--- src/rtl/input_matrix_mapper_pkg.sv ---
// Shared types and address-map constants for the input matrix mapper.
// A map entry is one byte: {active_low, button index}. Index 7'h7F marks an
// unused entry. Address offsets below are relative to M = NUM_STROBES*K_WIDTH.
package input_matrix_mapper_pkg;

   typedef struct packed {
      logic       active_low;
      logic [6:0] index;
   } input_map_entry_t;

   localparam logic [6:0] INPUT_UNUSED = 7'h7F;

   // Value every entry takes out of reset: unused, active high, decodes to 0.
   localparam input_map_entry_t ENTRY_RESET = '{active_low: 1'b0, index: INPUT_UNUSED};

   // Offsets of the non-matrix config registers, relative to M.
   localparam int GROUNDED_OFS = 0;
   localparam int BETA_OFS     = 1;
   localparam int BA_OFS       = 2;
   localparam int ACL_OFS      = 3;
   localparam int TURBO_OFS    = 4;

   // Apply an entry's polarity bit to the looked-up button level.
   function automatic logic apply_polarity(input input_map_entry_t e, input logic pressed);
      return pressed ^ e.active_low;
   endfunction

endpackage

--- src/rtl/input_matrix_mapper_debounce.sv ---
// Single-button conditioner: two-flop synchroniser followed by a stability
// counter. The debounced level flips only after the synchronised input has
// disagreed with it for DEBOUNCE_CYCLES consecutive cycles, giving a
// press-to-stable latency of 2 + DEBOUNCE_CYCLES cycles. DEBOUNCE_CYCLES = 0
// bypasses the counter and exposes the synchroniser output directly.
module input_debounce #(
   parameter int DEBOUNCE_CYCLES = 16
) (
   input  logic clk,
   input  logic reset,
   input  logic raw,
   output logic stable
);

   logic [1:0] sync_q;

   // Bring the asynchronous button into the clock domain.
   always_ff @(posedge clk) begin
      // NOTE: state registers use non-blocking assignment so every flop samples pre-edge values; blocking here would collapse the two sync stages into one.
      if (reset) begin
         sync_q <= '0;
      end else begin
         sync_q <= {sync_q[0], raw};
      end
   end

   generate
      if (DEBOUNCE_CYCLES == 0) begin : g_sync_only
         assign stable = sync_q[1];
      end else begin : g_counter
         localparam int CNT_W = (DEBOUNCE_CYCLES > 1) ? $clog2(DEBOUNCE_CYCLES) : 1;
         localparam logic [CNT_W-1:0] CNT_LAST = CNT_W'(DEBOUNCE_CYCLES - 1);

         logic [CNT_W-1:0] cnt_q;
         logic             stable_q;

         // Count consecutive disagreements; flip the stable level on the last one.
         always_ff @(posedge clk) begin
            if (reset) begin
               cnt_q    <= '0;
               stable_q <= 1'b0;
            end else if (sync_q[1] == stable_q) begin
               cnt_q <= '0;
            end else if (cnt_q == CNT_LAST) begin
               cnt_q    <= '0;
               stable_q <= ~stable_q;
            end else begin
               cnt_q <= cnt_q + 1'b1;
            end
         end

         assign stable = stable_q;
      end
   endgenerate

endmodule

--- src/rtl/input_matrix_mapper.sv ---
// Maps NUM_BUTTONS debounced buttons onto an NUM_STROBES x K_WIDTH key matrix
// plus the beta/BA/ACL lines of an SM5xx/SM510-style core. The mapping lives
// in byte-wide config registers written through cfg_wr/cfg_addr/cfg_data.
// K path: stage 1 registers the strobed-row OR and the grounded row, stage 2
// registers their union, so strobe -> K is two cycles. beta/BA/ACL are one cycle.
// Optional feature: define INPUT_MATRIX_TURBO_EN to add per-button autofire
// mask bytes (at M+4..) and a free-running phase toggling every TURBO_PERIOD cycles.
module input_matrix_mapper
   import input_matrix_mapper_pkg::*;
#(
   parameter int NUM_STROBES     = 8,
   parameter int K_WIDTH         = 4,
   parameter int NUM_BUTTONS     = 25,
   parameter int DEBOUNCE_CYCLES = 16,
   parameter int TURBO_PERIOD    = 4096,
   parameter int CFG_ADDR_W      = 8
) (
   input  logic                   clk,
   input  logic                   reset,
   input  logic                   cfg_wr,
   input  logic [CFG_ADDR_W-1:0]  cfg_addr,
   input  logic [7:0]             cfg_data,
   input  logic [NUM_STROBES-1:0] strobe,
   input  logic [NUM_BUTTONS-1:0] buttons,
   output logic [K_WIDTH-1:0]     input_k,
   output logic                   input_beta,
   output logic                   input_ba,
   output logic                   input_acl
);

   localparam int M             = NUM_STROBES * K_WIDTH;
   localparam int ADDR_GROUNDED = M + GROUNDED_OFS;
   localparam int ADDR_BETA     = M + BETA_OFS;
   localparam int ADDR_BA       = M + BA_OFS;
   localparam int ADDR_ACL      = M + ACL_OFS;

   input_map_entry_t map_q [M];
   logic [7:0]       grounded_q;
   input_map_entry_t beta_q;
   input_map_entry_t ba_q;
   input_map_entry_t acl_q;

   logic [NUM_BUTTONS-1:0] debounced;
   logic [NUM_BUTTONS-1:0] effective;

   logic [NUM_STROBES-1:0][K_WIDTH-1:0] rows;
   logic [K_WIDTH-1:0] strobed_k;
   logic [K_WIDTH-1:0] grounded_sel_k;
   logic [K_WIDTH-1:0] row_k;
   logic [K_WIDTH-1:0] grounded_k;

   // Look up one entry: unused or out-of-range indices read as released.
   function automatic logic decode_entry(input input_map_entry_t e,
                                         input logic [NUM_BUTTONS-1:0] btn);
      logic pressed;
      pressed = 1'b0;
      for (int b = 0; b < NUM_BUTTONS; b++) begin
         if (e.index != INPUT_UNUSED && e.index == 7'(b)) pressed = btn[b];
      end
      return apply_polarity(e, pressed);
   endfunction

   // Per-button synchroniser and debounce.
   for (genvar i = 0; i < NUM_BUTTONS; i++) begin : g_btn
      input_debounce #(
         .DEBOUNCE_CYCLES(DEBOUNCE_CYCLES)
      ) u_debounce (
         .clk   (clk),
         .reset (reset),
         .raw   (buttons[i]),
         .stable(debounced[i])
      );
   end

   // Config register file: matrix entries, grounded select, beta/BA/ACL entries.
   always_ff @(posedge clk) begin
      if (reset) begin
         // NOTE: the map is a few dozen flops rather than a RAM macro, so it gets a defined reset value like any other state.
         for (int i = 0; i < M; i++) map_q[i] <= ENTRY_RESET;
         grounded_q <= '0;
         beta_q     <= ENTRY_RESET;
         ba_q       <= ENTRY_RESET;
         acl_q      <= ENTRY_RESET;
      end else if (cfg_wr) begin
         for (int i = 0; i < M; i++) begin
            if (cfg_addr == CFG_ADDR_W'(i)) map_q[i] <= input_map_entry_t'(cfg_data);
         end
         if (cfg_addr == CFG_ADDR_W'(ADDR_GROUNDED)) grounded_q <= cfg_data;
         if (cfg_addr == CFG_ADDR_W'(ADDR_BETA))     beta_q     <= input_map_entry_t'(cfg_data);
         if (cfg_addr == CFG_ADDR_W'(ADDR_BA))       ba_q       <= input_map_entry_t'(cfg_data);
         if (cfg_addr == CFG_ADDR_W'(ADDR_ACL))      acl_q      <= input_map_entry_t'(cfg_data);
      end
   end

`ifdef INPUT_MATRIX_TURBO_EN
   localparam int ADDR_TURBO = M + TURBO_OFS;
   localparam int TURBO_W    = (TURBO_PERIOD > 1) ? $clog2(TURBO_PERIOD) : 1;

   logic [NUM_BUTTONS-1:0] turbo_mask;
   logic [TURBO_W-1:0]     turbo_cnt;
   logic                   turbo_phase;

   // Turbo mask bytes: byte j holds buttons 8j..8j+7.
   always_ff @(posedge clk) begin
      if (reset) begin
         turbo_mask <= '0;
      end else if (cfg_wr) begin
         for (int b = 0; b < NUM_BUTTONS; b++) begin
            if (cfg_addr == CFG_ADDR_W'(ADDR_TURBO + b / 8)) turbo_mask[b] <= cfg_data[b % 8];
         end
      end
   end

   // Free-running autofire phase, toggling every TURBO_PERIOD cycles.
   always_ff @(posedge clk) begin
      if (reset) begin
         turbo_cnt   <= '0;
         turbo_phase <= 1'b0;
      end else if (turbo_cnt == TURBO_W'(TURBO_PERIOD - 1)) begin
         turbo_cnt   <= '0;
         turbo_phase <= ~turbo_phase;
      end else begin
         turbo_cnt <= turbo_cnt + 1'b1;
      end
   end

   assign effective = debounced & (~turbo_mask | {NUM_BUTTONS{turbo_phase}});
`else
   assign effective = debounced;
`endif

   // Decode every matrix row, OR the strobed ones and pick the grounded one.
   always_comb begin
      // NOTE: every output of this block gets a default first so no path can leave one unassigned and infer a latch.
      rows           = '0;
      strobed_k      = '0;
      grounded_sel_k = '0;
      for (int s = 0; s < NUM_STROBES; s++) begin
         for (int k = 0; k < K_WIDTH; k++) begin
            rows[s][k] = decode_entry(map_q[s * K_WIDTH + k], effective);
         end
      end
      for (int s = 0; s < NUM_STROBES; s++) begin
         if (strobe[s]) strobed_k = strobed_k | rows[s];
         if (grounded_q == 8'(s + 1)) grounded_sel_k = rows[s];
      end
   end

   // Two-stage K pipeline: register row terms, then their union.
   always_ff @(posedge clk) begin
      if (reset) begin
         row_k      <= '0;
         grounded_k <= '0;
         input_k    <= '0;
      end else begin
         row_k      <= strobed_k;
         grounded_k <= grounded_sel_k;
         input_k    <= row_k | grounded_k;
      end
   end

   // Register the decoded beta/BA/ACL lines.
   always_ff @(posedge clk) begin
      if (reset) begin
         input_beta <= 1'b0;
         input_ba   <= 1'b0;
         input_acl  <= 1'b0;
      end else begin
         input_beta <= decode_entry(beta_q, effective);
         input_ba   <= decode_entry(ba_q, effective);
         input_acl  <= decode_entry(acl_q, effective);
      end
   end

endmodule

--- config.mk ---
export PLATFORM = sky130hd
export DESIGN_NAME = input_matrix_mapper
export DESIGN_NICKNAME = d
export VERILOG_FILES = /design/src/rtl/input_matrix_mapper_pkg.sv /design/src/rtl/input_matrix_mapper_debounce.sv /design/src/rtl/input_matrix_mapper.sv
export SDC_FILE = /design/constraint.sdc
export NUM_CORES = 2
export LEC_CHECK = 0
export CAP_MARGIN = 20
export CORE_MARGIN = 2
export CORE_UTILIZATION = 40
export DETAILED_ROUTE_END_ITERATION = 8
export DONT_BUFFER_PORTS = 1
export PLACE_DENSITY = 0.52
export SYNTH_ARGS = -nofsm -noshare
export SYNTH_HDL_FRONTEND = slang
export SYNTH_SLANG_ARGS = --single-unit
--- constraint.sdc ---
create_clock -name clk -period 3.2 [get_ports clk]
set_input_delay 0 -clock clk [delete_from_list [all_inputs] [get_ports clk]]
set_output_delay 0 -clock clk [all_outputs]
set_load 0.01 [all_outputs]
==> impl_metrics.env <==
export IMPL_status="finished, final reports clean"
export IMPL_placed_area_sq_um=32500
export IMPL_fin_crit_ns=3.10
export IMPL_grt_antenna_before_repair=10
export IMPL_cap_viol_max_count=0
export IMPL_grt_max_degree=140
export IMPL_synthDistinctLibCells=93
export IMPL_period_share_pct=96.8
export IMPL_timing_rr_start="map_q[0][8]"
export IMPL_numCtsBuffers=56
export IMPL_slew_viol_final=0
export IMPL_routed_wl_mm=120
export IMPL_final_util_pct=47.1
export IMPL_fin_skew_ns=0.0412
export IMPL_grt_pass1_wl_mm=174
export IMPL_initial_core_util_pct=40.6
export IMPL_syn_area_per_cell_sq_um=8.94
export IMPL_vias_per_cell=6.24
export IMPL_nets=3540
export IMPL_coreArea_sq_um=74700
export IMPL_grt_overflow=0
export IMPL_worst_ep_arrival_time_ns=3.58
export IMPL_area_growth_pct=16.2
export IMPL_clk_latency_ns=0.66
export IMPL_tns_ns=0
export IMPL_rsz0062_at_grt="no"
export IMPL_drt_pass1_iterations=8
export IMPL_track_usage_pct=30.0
export IMPL_ys_ff_latch=478
export IMPL_io_pins=59
export IMPL_worst_ep_required_time_ns=3.68
export IMPL_setup_ws_ns=0.102
export IMPL_async_flop_share_pct=0
export IMPL_drcViolationCount=0
export IMPL_dpl_hpwl_mm=81.2
export IMPL_ir_worst_vdd_uv=427
export IMPL_grt_pass1_vias=26200
export IMPL_end_kind="flip-flop"
export IMPL_drt_iter0_drc=2884
export IMPL_hold_start="buttons[14]"
export IMPL_syn_cell_area_sq_um=30300
export IMPL_critPathLaunchType="flip-flop"
export IMPL_critical_path_peak_fanout=16
export IMPL_cts_root_buf="clkbuf_16"
export IMPL_setup_viol=0
export IMPL_rows=100
export IMPL_die_x_um=279
export IMPL_power_per_cell_area_nw_per_um2=429
export IMPL_fmax_ghz=0.323
export IMPL_vias=28000
export IMPL_ys_seq_area_share_pct=40.0
export IMPL_port_buffer_count=0
export IMPL_final_hold_viol_count=0
export IMPL_relSlewSlack_pct=29.0
export IMPL_worst_pin_slew_ns=1.05
export IMPL_place_congestion=0.964
export IMPL_nFillCells=6960
export IMPL_die_h_um=279
export IMPL_avgRoutedWirePerCell_um=26.9
export IMPL_p_leak_nw=12.6
export IMPL_synthCells=3391
export IMPL_cts_buffer_depth=3
export IMPL_worstSetupPathType="flip-flop to flip-flop"
export IMPL_fin_hold_ws_ns=0.0288
export IMPL_yosys_warnings=0
export IMPL_startpoint="map_q[0][8]"
export IMPL_cts_tree="done"
export IMPL_die_area_sq_um=78000
export IMPL_hp_class="input pin to flip-flop"
export IMPL_h_tree_depth=2
export IMPL_antenna_left=0
export IMPL_clk_pin_slew_ns=0.06
export IMPL_preCtsSetupSlack_ns=0.0793
export IMPL_drive_gt1_share_pct=14.6
export IMPL_synth_edf_count=256
export IMPL_finalInstanceArea_sq_um=35200
export IMPL_syn_nets=3468
export IMPL_clock_sinks=478
export IMPL_synth_flop_cell="edfxtp_1"
-- per-layer routing --
layer,vias to the layer above,wire length (um),part of all wire [%],GRT usage [%]
met1,13600,49100,41,39.1
met2,1387,54000,45,47.5
met3,335,10900,9.1,6.07
met5,-,13,0.011,0
met4,2,6370,5.3,14.3
li1,12600,-,-,-
-- repair_timing --
| item | 4_1_cts | 5_1_grt |
|---|---|---|
| setup endpoints to repair | 0 | 6 |
| hold buffers | 67 | 0 |
| hold endpoints to repair | 397 | 0 |
| setup buffers | 0 | 6 |
| gates resized for setup | 0 | 9 |
-- worst paths after layout --
path                            cells after the start  slack, ns                             end
worst max-delay path                                9       0.10                   grounded_k[1]
worst min-delay path                                2       0.03  g_btn[14].u_debounce.sync_q[0]
worst max register to register                      9       0.10                   grounded_k[1]
worst min register to register                      1       0.44  g_btn[11].u_debounce.sync_q[1]
-- flip-flops by register name (all words and copies together) (netlist names), 8 cells and up --
register	flops
g_btn.u_debounce.g_counter.cnt_q	100
g_btn.u_debounce.sync_q	50
grounded_q	8
ba_q	8
map_q	256
beta_q	8
g_btn.u_debounce.stable	25
acl_q	8
-- critical path: stages, from the launching register on --
cell	delay [ns]
edfxtp_1	0.70
nor2b_1	0.30
a22oi_1	0.12
a211oi_1	0.31
o211ai_1	0.13
a211oi_1	0.32
xor2_1	0.35
and2_1	0.18
a2111oi_0	0.06
a2111oi_0	0.45
-- power by group --
| group | switching (mW) | leakage, nW | internal (mW) |
|---|---|---|---|
| sequential | 0.345 | 4.37 | 6.74 |
| combinational | 0.896 | 7.31 | 0.619 |
| clock | 2.74 | 0.940 | 3.76 |
| total | 3.99 | 12.6 | 11.1 |
-- through the flow --
step / power (mW) / cells
floorplan: 8.07 / 3391
global placement: 8.55 / 4293
detailed placement: 8.56 / 4293
CTS: 15.2 / 4465
global route: 15.6 / 4481
finish: 15.1 / 4483
-- placed cells by master, fill, tap and decap left out, types with 41 or more instances in the layout --
cell type,count
a21oi_1,128
and3_1,46
buf_4,216
clkbuf_16,58
dfxtp_1,201
dlygate4sd3_1,66
edfxtp_1,256
inv_1,106
mux2i_1,152
mux4_2,47
nand2_1,310
nand2b_1,75
nand3_1,93
nor2_1,332
nor2b_1,117
nor3_1,96
o211ai_1,41
o21ai_0,176
o22ai_1,50
or3_1,43
xnor2_1,64
xor2_1,43
-- area by class of cell --
| type | instances | area, sq um | share of cell area [%] |
|---|---|---|---|
| multi-input combinational | 2499 | 16600 | 47.1 |
| sequential | 478 | 12200 | 34.5 |
| timing repair buffer | 320 | 2940 | 8.34 |
| clock buffer | 79 | 1640 | 4.67 |
| tap | 969 | 1210 | 3.44 |
| inverter | 108 | 409 | 1.16 |
| clock inverter | 26 | 251 | 0.714 |
| antenna | 4 | 10.0 | 0.0284 |
-- cells in the mapped netlist, types with 17 or more instances --
cell	number	area [sq um]
xor2_1	44	385
a31oi_1	33	206
inv_1	107	402
clkbuf_1	224	841
or3b_2	18	158
nor3b_1	34	255
nor2_1	339	1270
and2_1	18	113
mux2_2	39	439
or3_1	43	269
xnor2_1	64	561
edfxtp_1	256	7690
nand3_1	93	465
buf_1	35	131
nand3b_1	35	263
a21oi_1	128	641
a221oi_1	23	201
nand2_1	310	1160
o21ai_0	178	891
ha_1	25	313
o31ai_1	17	128
mux4_2	47	1060
a2111oi_0	19	166
dfxtp_1	222	4440
and3_1	46	288
nand2b_1	75	469
a211oi_1	31	233
nor3_1	96	480
buf_2	44	220
o22ai_1	50	313
nor2b_1	117	732
a22oi_1	35	263
nor4_1	20	125
o211ai_1	41	308
mux2i_1	152	1520
-- cells by family after synthesis --
kind of cell             Yosys count  share of synthesized area [%]
AO/OA/AOI/OAI                    780                           17.6
XOR/XNOR                         108                           3.12
adder cells (fa/ha/maj)           25                           1.03
buffers and inverters            414                           5.37
flip-flops                       478                           40.0
multiplexers                     243                           10.2
AND/OR/NAND/NOR                 1343                           22.7
(Power assumes the default switching activity.)
